`src/rtl/npc_pkg.sv`:
```
// npc_pkg: shared NPC core definitions.
//   - Load funct3 codes used by the writeback stage and the LSU.
//   - Writeback stage state encoding (1 bit).
package npc_pkg;

  localparam logic [2:0] FUNCT3_LB  = 3'b000;
  localparam logic [2:0] FUNCT3_LH  = 3'b001;
  localparam logic [2:0] FUNCT3_LW  = 3'b010;
  localparam logic [2:0] FUNCT3_LBU = 3'b100;
  localparam logic [2:0] FUNCT3_LHU = 3'b101;

  typedef enum logic {
    S_IDLE      = 1'b0,
    S_WAIT_LOAD = 1'b1
  } wb_state_e;

endpackage

```
`src/rtl/load_align.sv`:
```
// load_align: selects the byte/halfword/word of a load response and extends it.
// Ports:
//   word     - aligned 32-bit memory word
//   funct3   - load width/sign code (unknown codes behave as LW)
//   offset   - byte offset within the word (addr[1:0])
//   ext_data - extracted and sign/zero-extended data
module load_align
  import npc_pkg::*;
#(
  parameter int unsigned DATA_WIDTH = 32
) (
  input  logic [DATA_WIDTH-1:0] word,
  input  logic [2:0]            funct3,
  input  logic [1:0]            offset,
  output logic [DATA_WIDTH-1:0] ext_data
);

  logic [7:0]  byte_sel;
  logic [15:0] half_sel;

  always_comb begin
    byte_sel = word[{offset, 3'b000} +: 8];
    // Halfword selection ignores offset[0]: misaligned halves are not split.
    half_sel = offset[1] ? word[31:16] : word[15:0];
    case (funct3)
      FUNCT3_LB:  ext_data = {{(DATA_WIDTH-8){byte_sel[7]}}, byte_sel};
      FUNCT3_LBU: ext_data = {{(DATA_WIDTH-8){1'b0}}, byte_sel};
      FUNCT3_LH:  ext_data = {{(DATA_WIDTH-16){half_sel[15]}}, half_sel};
      FUNCT3_LHU: ext_data = {{(DATA_WIDTH-16){1'b0}}, half_sel};
      default:    ext_data = word;
    endcase
  end

endmodule

```
`src/rtl/wb_stage.sv`:
```
// wb_stage: writeback stage of the NPC core; drives the register file write port.
// Ports:
//   clk, rst_n                 - clock, asynchronous active-low reset
//   in_valid/in_ready          - retire handshake (in_ready high only when idle)
//   in_pc/in_rd/in_rd_wen      - PC, destination index and write enable of the instruction
//   in_is_load/in_funct3       - load flag and load width/sign code
//   in_result                  - ALU result, or effective address for loads
//   lsu_rvalid/lsu_rdata       - single-cycle load response
//   rf_wen/rf_waddr/rf_wdata   - registered register-file write (one-cycle pulse)
//   commit_valid/commit_pc     - registered commit pulse and retired PC
module wb_stage
  import npc_pkg::*;
#(
  parameter int unsigned DATA_WIDTH = 32,
  parameter int unsigned ADDR_WIDTH = 5,
  parameter int unsigned PC_WIDTH   = 32
) (
  input  logic                  clk,
  input  logic                  rst_n,
  input  logic                  in_valid,
  output logic                  in_ready,
  input  logic [PC_WIDTH-1:0]   in_pc,
  input  logic [ADDR_WIDTH-1:0] in_rd,
  input  logic                  in_rd_wen,
  input  logic                  in_is_load,
  input  logic [2:0]            in_funct3,
  input  logic [DATA_WIDTH-1:0] in_result,
  input  logic                  lsu_rvalid,
  input  logic [DATA_WIDTH-1:0] lsu_rdata,
  output logic                  rf_wen,
  output logic [ADDR_WIDTH-1:0] rf_waddr,
  output logic [DATA_WIDTH-1:0] rf_wdata,
  output logic                  commit_valid,
  output logic [PC_WIDTH-1:0]   commit_pc
);

  wb_state_e             state_q, state_d;
  logic [PC_WIDTH-1:0]   pc_q, pc_d;
  logic [ADDR_WIDTH-1:0] rd_q, rd_d;
  logic                  rd_wen_q, rd_wen_d;
  logic [2:0]            funct3_q, funct3_d;
  logic [1:0]            off_q, off_d;

  logic                  rf_wen_q, rf_wen_d;
  logic [ADDR_WIDTH-1:0] rf_waddr_q, rf_waddr_d;
  logic [DATA_WIDTH-1:0] rf_wdata_q, rf_wdata_d;
  logic                  commit_valid_q, commit_valid_d;
  logic [PC_WIDTH-1:0]   commit_pc_q, commit_pc_d;

  logic [DATA_WIDTH-1:0] load_data;

  load_align #(.DATA_WIDTH(DATA_WIDTH)) u_load_align (
    .word     (lsu_rdata),
    .funct3   (funct3_q),
    .offset   (off_q),
    .ext_data (load_data)
  );

  assign in_ready = (state_q == S_IDLE);

  always_comb begin
    state_d        = state_q;
    pc_d           = pc_q;
    rd_d           = rd_q;
    rd_wen_d       = rd_wen_q;
    funct3_d       = funct3_q;
    off_d          = off_q;
    rf_wen_d       = 1'b0;
    rf_waddr_d     = rf_waddr_q;
    rf_wdata_d     = rf_wdata_q;
    commit_valid_d = 1'b0;
    commit_pc_d    = commit_pc_q;
    case (state_q)
      S_IDLE: begin
        if (in_valid) begin
          if (in_is_load) begin
            pc_d     = in_pc;
            rd_d     = in_rd;
            rd_wen_d = in_rd_wen;
            funct3_d = in_funct3;
            off_d    = in_result[1:0];
            state_d  = S_WAIT_LOAD;
          end else begin
            rf_wen_d       = in_rd_wen && (in_rd != '0);
            rf_waddr_d     = in_rd;
            rf_wdata_d     = in_result;
            commit_valid_d = 1'b1;
            commit_pc_d    = in_pc;
          end
        end
      end
      S_WAIT_LOAD: begin
        if (lsu_rvalid) begin
          rf_wen_d       = rd_wen_q && (rd_q != '0);
          rf_waddr_d     = rd_q;
          rf_wdata_d     = load_data;
          commit_valid_d = 1'b1;
          commit_pc_d    = pc_q;
          state_d        = S_IDLE;
        end
      end
      default: state_d = S_IDLE;
    endcase
  end

  always_ff @(posedge clk or negedge rst_n) begin
    if (!rst_n) begin
      state_q        <= S_IDLE;
      pc_q           <= '0;
      rd_q           <= '0;
      rd_wen_q       <= 1'b0;
      funct3_q       <= '0;
      off_q          <= '0;
      rf_wen_q       <= 1'b0;
      rf_waddr_q     <= '0;
      rf_wdata_q     <= '0;
      commit_valid_q <= 1'b0;
      commit_pc_q    <= '0;
    end else begin
      state_q        <= state_d;
      pc_q           <= pc_d;
      rd_q           <= rd_d;
      rd_wen_q       <= rd_wen_d;
      funct3_q       <= funct3_d;
      off_q          <= off_d;
      rf_wen_q       <= rf_wen_d;
      rf_waddr_q     <= rf_waddr_d;
      rf_wdata_q     <= rf_wdata_d;
      commit_valid_q <= commit_valid_d;
      commit_pc_q    <= commit_pc_d;
    end
  end

  assign rf_wen       = rf_wen_q;
  assign rf_waddr     = rf_waddr_q;
  assign rf_wdata     = rf_wdata_q;
  assign commit_valid = commit_valid_q;
  assign commit_pc    = commit_pc_q;

endmodule

```
`config.mk`:
```
export PLATFORM = sky130hd
export DESIGN_NAME = wb_stage
export DESIGN_NICKNAME = d
export VERILOG_FILES = /design/src/rtl/npc_pkg.sv /design/src/rtl/load_align.sv /design/src/rtl/wb_stage.sv
export SDC_FILE = /design/constraint.sdc
export NUM_CORES = 1
export LEC_CHECK = 0
export CAP_MARGIN = 25
export CORE_MARGIN = 8
export CORE_UTILIZATION = 48
export CTS_CLUSTER_DIAMETER = 50
export DETAILED_ROUTE_END_ITERATION = 6
export GPL_ROUTABILITY_DRIVEN = 0
export PLACE_DENSITY = 0.82
export SETUP_SLACK_MARGIN = 0.1
export SYNTH_ARGS = -nofsm -noshare
export SYNTH_HDL_FRONTEND = slang
export SYNTH_HIERARCHICAL = 1
export SYNTH_SLANG_ARGS = --single-unit
```
`constraint.sdc`:
```
create_clock -name clk -period 2.6 [get_ports clk]
set_input_delay 0.52 -clock clk [delete_from_list [all_inputs] [get_ports clk]]
set_output_delay 0.52 -clock clk [all_outputs]
set_load 0.05 [all_outputs]
```
* Word-level counts from Yosys, hierarchy flattened
Index checks and enable logic that the tools add are counted.
** Word-level totals
- Flip-flop bits (word level) :: 115
- Input bits :: 110
- Output and inout port bits :: 72
- Logic and storage cells :: 52
** Cells by class
- Equal/unequal tests :: 6
- Shift-type cells :: 1
- Multiplexer cells :: 26
- Bitwise logic cells :: 1
- Reduce and logical (&&, ||, !) cells :: 7
** Operator list (number)
- two-way mux 32 bit :: 6
- one-hot mux 32 bit (2 select lines) :: 2
- one-hot mux 32 bit (4 select lines) :: 1
- variable part select 32 x 6 -> 8 bit :: 1
- two-way mux 16 bit :: 1
- two-way mux 5 bit :: 3
- one-hot mux 5 bit (2 select lines) :: 1
- nonzero test 5 bit :: 2
- two-way mux 1 bit :: 9
- equality test 3 bit (second input constant) :: 2
- inequality test 2 bit (second input constant) :: 3
- one-hot mux 1 bit (2 select lines) :: 3
- AND reduction 3 bit :: 2
- equality test 3 x 1 -> 1 bit (second input constant) :: 1
- logical NOT 3 bit :: 1
- logical AND 1 bit :: 2
- NOT 1 bit :: 1

* Depth between registers and ports, before layout
Gate-level depths: netlist of the first run.
- Depth in word-level cells :: 5
- Gate-level depth with buffers :: 7
- Mapped depth without buffers :: 5

* Cells and area by module
Netlist of the first run, hierarchy kept.
** Modules (own cells, without submodules)
- wb_stage :: times used 1, cells each 327, area each 5161.2 µm², seq. area each 2877.8 µm²
- load_align :: times used 1, cells each 96, area each 845.8 µm², seq. area each 0.0 µm²

* Worst setup path after synthesis of the first run
No wires, ideal clock.
- Path kind :: input port to flip-flop
- Start :: input lsu_rdata[23]
- End :: register rf_wdata_q[10], in the netlist rf_wdata[10]
- Setup time :: 125 ps
- Arrival :: 1770 ps
- Required time :: 2475 ps
- Setup slack :: 705 ps
- Stages :: 6
- Buffers on the path :: 1
- Cell sequence :: mux2_4 -> a22oi_4 -> buf_6 -> a2bb2oi_2 -> mux2_2 -> mux2_2
** On the way
- Word-level cells in the longest chain between the ends :: 4
** RTL lines
- start, declared :: RTL line wb_stage.sv:29 : input logic [DATA_WIDTH-1:0] lsu_rdata,
- variable part select 32 x 6 -> 8 bit :: RTL line load_align.sv:22 : byte_sel = word[{offset, 3'b000} +: 8];
- one-hot mux 32 bit (4 select lines) :: RTL line load_align.sv:25 : case (funct3)
- net load_data[10] :: RTL line wb_stage.sv:50 : logic [DATA_WIDTH-1:0] load_data;
- two-way mux 32 bit :: RTL line wb_stage.sv:93 : if (lsu_rvalid) begin
- one-hot mux 32 bit (2 select lines) :: RTL line wb_stage.sv:73 : case (state_q)
- end signal, assigned :: RTL line wb_stage.sv:128 : rf_wdata_q <= rf_wdata_d;
- end, declared :: RTL line wb_stage.sv:46 : logic [DATA_WIDTH-1:0] rf_wdata_q, rf_wdata_d;
The timed path passes the listed nets, and every way through them passes these cells. The select of a mux whose other input is x is not followed.
A chain may end at the register's enable or synchronous reset.

* Worst setup path after layout of the first run
- Start :: register state_q
- End :: output in_ready
** On the way
- Word-level cells in the longest chain between the ends :: 1
** RTL lines
- start, declared :: RTL line wb_stage.sv:37 : wb_state_e state_q, state_d;
- start signal, assigned :: RTL line wb_stage.sv:120 : state_q <= state_d;
- NOT 1 bit (no line)
- end, declared :: RTL line wb_stage.sv:21 : output logic in_ready,
Every way passes these cells.

==> report_table.html, run 1 <==
<table>
<tr><th>Metric</th><th>Value</th></tr>
<tr><th colspan="2">Run status</th></tr>
<tr><td>Result of the run</td><td>completed</td></tr>
<tr><th colspan="2">Critical path</th></tr>
<tr><td>Critical path cell sequence</td><td>inv_1, clkdlybuf4s50_1</td></tr>
<tr><td>Largest fanout on the critical path</td><td>3</td></tr>
<tr><td>Setup CP Type</td><td>flip-flop to output port</td></tr>
<tr><td>Arrival time reported for the critical path endpoint</td><td>1.74 ns</td></tr>
<tr><td>Number of buffer and inverter stages on the critical path</td><td>2</td></tr>
<tr><td>CP max stage cell</td><td>clkdlybuf4s50_1</td></tr>
<tr><td>CP max stage delay</td><td>0.82 ns</td></tr>
<tr><td>Worst setup EP type</td><td>output port</td></tr>
<tr><td>Req. time, crit path</td><td>2.08 ns</td></tr>
<tr><td>Cell type group with the largest total delay on the critical path</td><td>buffers and inverters</td></tr>
<tr><td>Kind of start point of the critical path</td><td>flip-flop</td></tr>
<tr><th colspan="2">Placed design</th></tr>
<tr><td>Post-Place Setup Slack</td><td>0.141 ns</td></tr>
<tr><td>Detailed placement HPWL</td><td>12.0 mm</td></tr>
<tr><td>Post-place instance area</td><td>7980 um2</td></tr>
<tr><td>Number of buffers added on ports</td><td>181</td></tr>
<tr><td>Placed Cells</td><td>763</td></tr>
<tr><th colspan="2">Global route</th></tr>
<tr><td>Wire length of the first global-routing pass</td><td>26.6 mm</td></tr>
<tr><td>Remaining global-route overflow</td><td>0</td></tr>
<tr><td>Largest net degree at the start of global routing</td><td>71</td></tr>
<tr><td>Number of antenna violations at the first check in global routing</td><td>1</td></tr>
<tr><td>Total track usage</td><td>20.9%</td></tr>
<tr><td>Number of global-route vias before repair</td><td>4829</td></tr>
<tr><th colspan="2">Cells and area</th></tr>
<tr><td>Non-filler instance count after layout</td><td>795</td></tr>
<tr><td>Antenna cells</td><td>0</td></tr>
<tr><td>Area of the multi-input gates</td><td>2890 um2</td></tr>
<tr><td>Relative area change from synthesis to final layout</td><td>42.7%</td></tr>
<tr><td>Count of filler cells inserted in the layout</td><td>940</td></tr>
<tr><td>Post-Layout Inst Area</td><td>8570 um2</td></tr>
<tr><td>Area of all sequential standard cells</td><td>2880 um2</td></tr>
<tr><td>Fraction of final layout cells sized beyond drive strength 1</td><td>41.1%</td></tr>
<tr><td>Number of nets in the layout</td><td>~700</td></tr>
<tr><th colspan="2">Clock tree</th></tr>
<tr><td>Buffers from clock root to sink, at most</td><td>2</td></tr>
<tr><td>Post-CTS setup buffer count</td><td>0</td></tr>
<tr><td>CTS Hold Buffers Added</td><td>0</td></tr>
<tr><td>H-tree Lvls</td><td>4</td></tr>
<tr><td>Clock network latency to the later pin of the worst-skew pair</td><td>a little over 0.4 ns</td></tr>
<tr><td>Cell at the root of the clock tree</td><td>clkbuf_16</td></tr>
<tr><td>Clock tree from TritonCTS</td><td>done</td></tr>
<tr><td>Clock transition time at the flip-flop clock pins of the worst setup and hold paths</td><td>0.05 ns</td></tr>
<tr><td>Number of sinks on the clock net</td><td>115</td></tr>
<tr><td>Resized cells post-CTS</td><td>0</td></tr>
<tr><td>TritonCTS Buffers</td><td>17</td></tr>
<tr><th colspan="2">Timing</th></tr>
<tr><td>Setup-failing EPs final</td><td>0</td></tr>
<tr><td>Unrepaired setup endpoints after global routing</td><td>false</td></tr>
<tr><td>Total negative slack</td><td>0 ns</td></tr>
<tr><td>Final WS setup</td><td>0.342 ns</td></tr>
<tr><td>Final max-slew violation count</td><td>0</td></tr>
<tr><td>Tightest Pin Transition</td><td>0.617 ns</td></tr>
<tr><td>Minimum period implied by the final worst setup slack</td><td>2.26 ns</td></tr>
<tr><td>Worst Hold Margin</td><td>0.0431 ns</td></tr>
<tr><td>Fin. Hold Viols</td><td>0</td></tr>
<tr><td>Worst slew margin</td><td>around three fifths</td></tr>
<tr><td>F_max</td><td>around 440 MHz</td></tr>
<tr><td>Worst clock skew</td><td>0.00721 ns</td></tr>
<tr><td>Share of the clock period used by the worst path</td><td>86.9%</td></tr>
<tr><th colspan="2">Detailed routing</th></tr>
<tr><td>First DRT Iteration DRCs</td><td>220</td></tr>
<tr><td>Number of routed nets with antenna violations</td><td>0</td></tr>
<tr><td>Drt first pass iters</td><td>4</td></tr>
<tr><td>Via total after detailed routing</td><td>4310</td></tr>
<tr><td>Via count normalized by instance count</td><td>5.42</td></tr>
<tr><td>Routed WL</td><td>between 15 and 20 mm</td></tr>
<tr><td>Detailed-route wire length per cell</td><td>20.9 um</td></tr>
<tr><td>Post-route DRC</td><td>0</td></tr>
<tr><th colspan="2">Die</th></tr>
<tr><td>Initial standard-cell utilization of the core</td><td>48.4%</td></tr>
<tr><td>Number of top-level pins</td><td>roughly 180</td></tr>
<tr><td>Total core area</td><td>12400 um2</td></tr>
<tr><td>Die Footprint</td><td>approximately 16000 um2</td></tr>
<tr><td>Floorplan row count</td><td>41</td></tr>
<tr><td>Die Width</td><td>128 um</td></tr>
<tr><td>Die Span Y</td><td>128 um</td></tr>
<tr><th colspan="2">Yosys</th></tr>
<tr><td>Seq cells post-synth</td><td>roughly 120</td></tr>
<tr><td>Synthesis Warnings</td><td>6</td></tr>
<tr><td>Number of cells produced by synthesis</td><td>423</td></tr>
<tr><td>Share of the synthesized area in the top cell type</td><td>47.9%</td></tr>
<tr><td>Share of synthesized area occupied by flip-flops and latches</td><td>between 40% and 50%</td></tr>
<tr><td>Ranking of synthesized cells by area</td><td>dfrtp_1 (48%), mux2_2 (35%), a2bb2oi_2 (3.5%)</td></tr>
<tr><td>Largest area contributor in the synthesized netlist</td><td>dfrtp_1</td></tr>
<tr><td>Synth Net Count</td><td>between 500 and 600</td></tr>
<tr><td>Share of async-settable or async-resettable flops after synthesis</td><td>100%</td></tr>
<tr><td>Count of flip-flops with a built-in enable after synthesis</td><td>0</td></tr>
<tr><td>Ys flop type</td><td>dfrtp_1</td></tr>
<tr><td>Average cell area after synthesis</td><td>14.2 um2</td></tr>
<tr><td>Most common cell in the synthesized netlist</td><td>mux2_2</td></tr>
<tr><td>Count of cell types in the netlist</td><td>37</td></tr>
<tr><td>Synth cell count leaders</td><td>mux2_2 (185), dfrtp_1 (115), a2bb2oi_2 (14)</td></tr>
<tr><td>Post-synthesis cell area</td><td>6010 um2</td></tr>
<tr><th colspan="2">Min path</th></tr>
<tr><td>Type of the worst min-delay path</td><td>input port to asynchronous set/reset pin</td></tr>
<tr><th colspan="2">Power</th></tr>
<tr><td>Pwr/cell area</td><td>1020 nW/um2</td></tr>
<tr><td>Max VDD drop</td><td>0.000669 V</td></tr>
<tr><td>Cell leakage power</td><td>3.48 nW</td></tr>
<tr><th colspan="2">Job</th></tr>
<tr><td>Max-cap violation count</td><td>0</td></tr>
</table>
cell families (layout without fill, tap and decap cells):
group	Yosys count	after routing	synth area share (%)
compound gates	51	51	8.91
mux	192	192	35.9
simple gates	32	32	3.27
buf+inv	33	233	3.98
flops	115	115	47.9
registers in the layout, summed over array words and instances (netlist names):
signal,count
rf_waddr,5
rd_q,5
rf_wen,1
off_q,2
state_q,1
funct3_q,3
rd_wen_q,1
commit_pc,32
pc_q,32
commit_valid,1
rf_wdata,32
metrics by stage:
step / total power, mW / util, %
CTS: 8.83 / 69.0
floorplan: 5.17 / -
detailed placement: 6.49 / 64.3
global placement: 6.41 / 64.3
global route: 9.14 / 69.0
finish: 8.76 / 69.0
cell usage in the layout, fill, tap and decap left out, types with 2 or more instances in the layout:
cell type / count
a21oi_1: 7
a221o_1: 6
a22o_1: 2
a2bb2oi_1: 6
a2bb2oi_2: 14
and3_1: 2
buf_12: 4
buf_4: 13
bufinv_16: 2
clkbuf_1: 2
clkbuf_16: 17
clkbuf_8: 4
clkdlybuf4s50_1: 180
clkinv_2: 4
clkinvlp_4: 3
dfrtp_1: 114
inv_1: 3
mux2_2: 185
mux2i_1: 6
nand2_1: 6
nor2_1: 5
nor2b_1: 10
o21a_1: 3
o221ai_1: 5
or4_1: 2
power by group:
group | switching [mW] | internal (mW) | leakage (nW)
sequential | 0.323 | 2.31 | 1.36
combinational | 2.19 | 1.62 | 1.84
clock | 0.801 | 1.50 | 0.285
total | 3.32 | 5.44 | 3.48
final cells by class:
class                           count  area share, %
Sequential cell                   115           33.6
Timing Repair Buffer              197           23.1
Inverter                            4          0.175
Tap cell                          172           2.51
Multi-Input combinational cell    275           33.7
Clock buffer                       23           5.69
Clock inverter                      9           1.20
metal layers:
metal  track usage, %  share of wire [%]
met1             24.9                 41
met2             33.9                 47
met3             8.65                9.7
met4             6.29                1.5
met5                0              0.066
worst paths after layout:
kind | startpoint | end | slack, ns | cells past startpoint
max | state_q | in_ready | 0.34 | 2
min | rst_n | rf_wdata[11] | 0.04 | 1
max reg2reg | off_q[1] | rf_wdata[0] | 0.36 | 6
min reg2reg | pc_q[5] | pc_q[5] | 0.50 | 1
max in group asynchronous | rst_n | pc_q[1] | 1.91 | 2
min in group clk | pc_q[5] | pc_q[5] | 0.50 | 1
Power figures use the tool's default switching activity.
==> inputs of run 2 (changes only) <==
--- a/config.mk
+++ b/config.mk
@@ -9,6 +9,7 @@
 export CORE_MARGIN = 8
 export CORE_UTILIZATION = 48
 export CTS_CLUSTER_DIAMETER = 50
+export CTS_CLUSTER_SIZE = 12
 export DETAILED_ROUTE_END_ITERATION = 6
 export GPL_ROUTABILITY_DRIVEN = 0
 export PLACE_DENSITY = 0.82
==> results of run 2 <==
No change in the layout: final DEF, timing and power equal those of run 1.
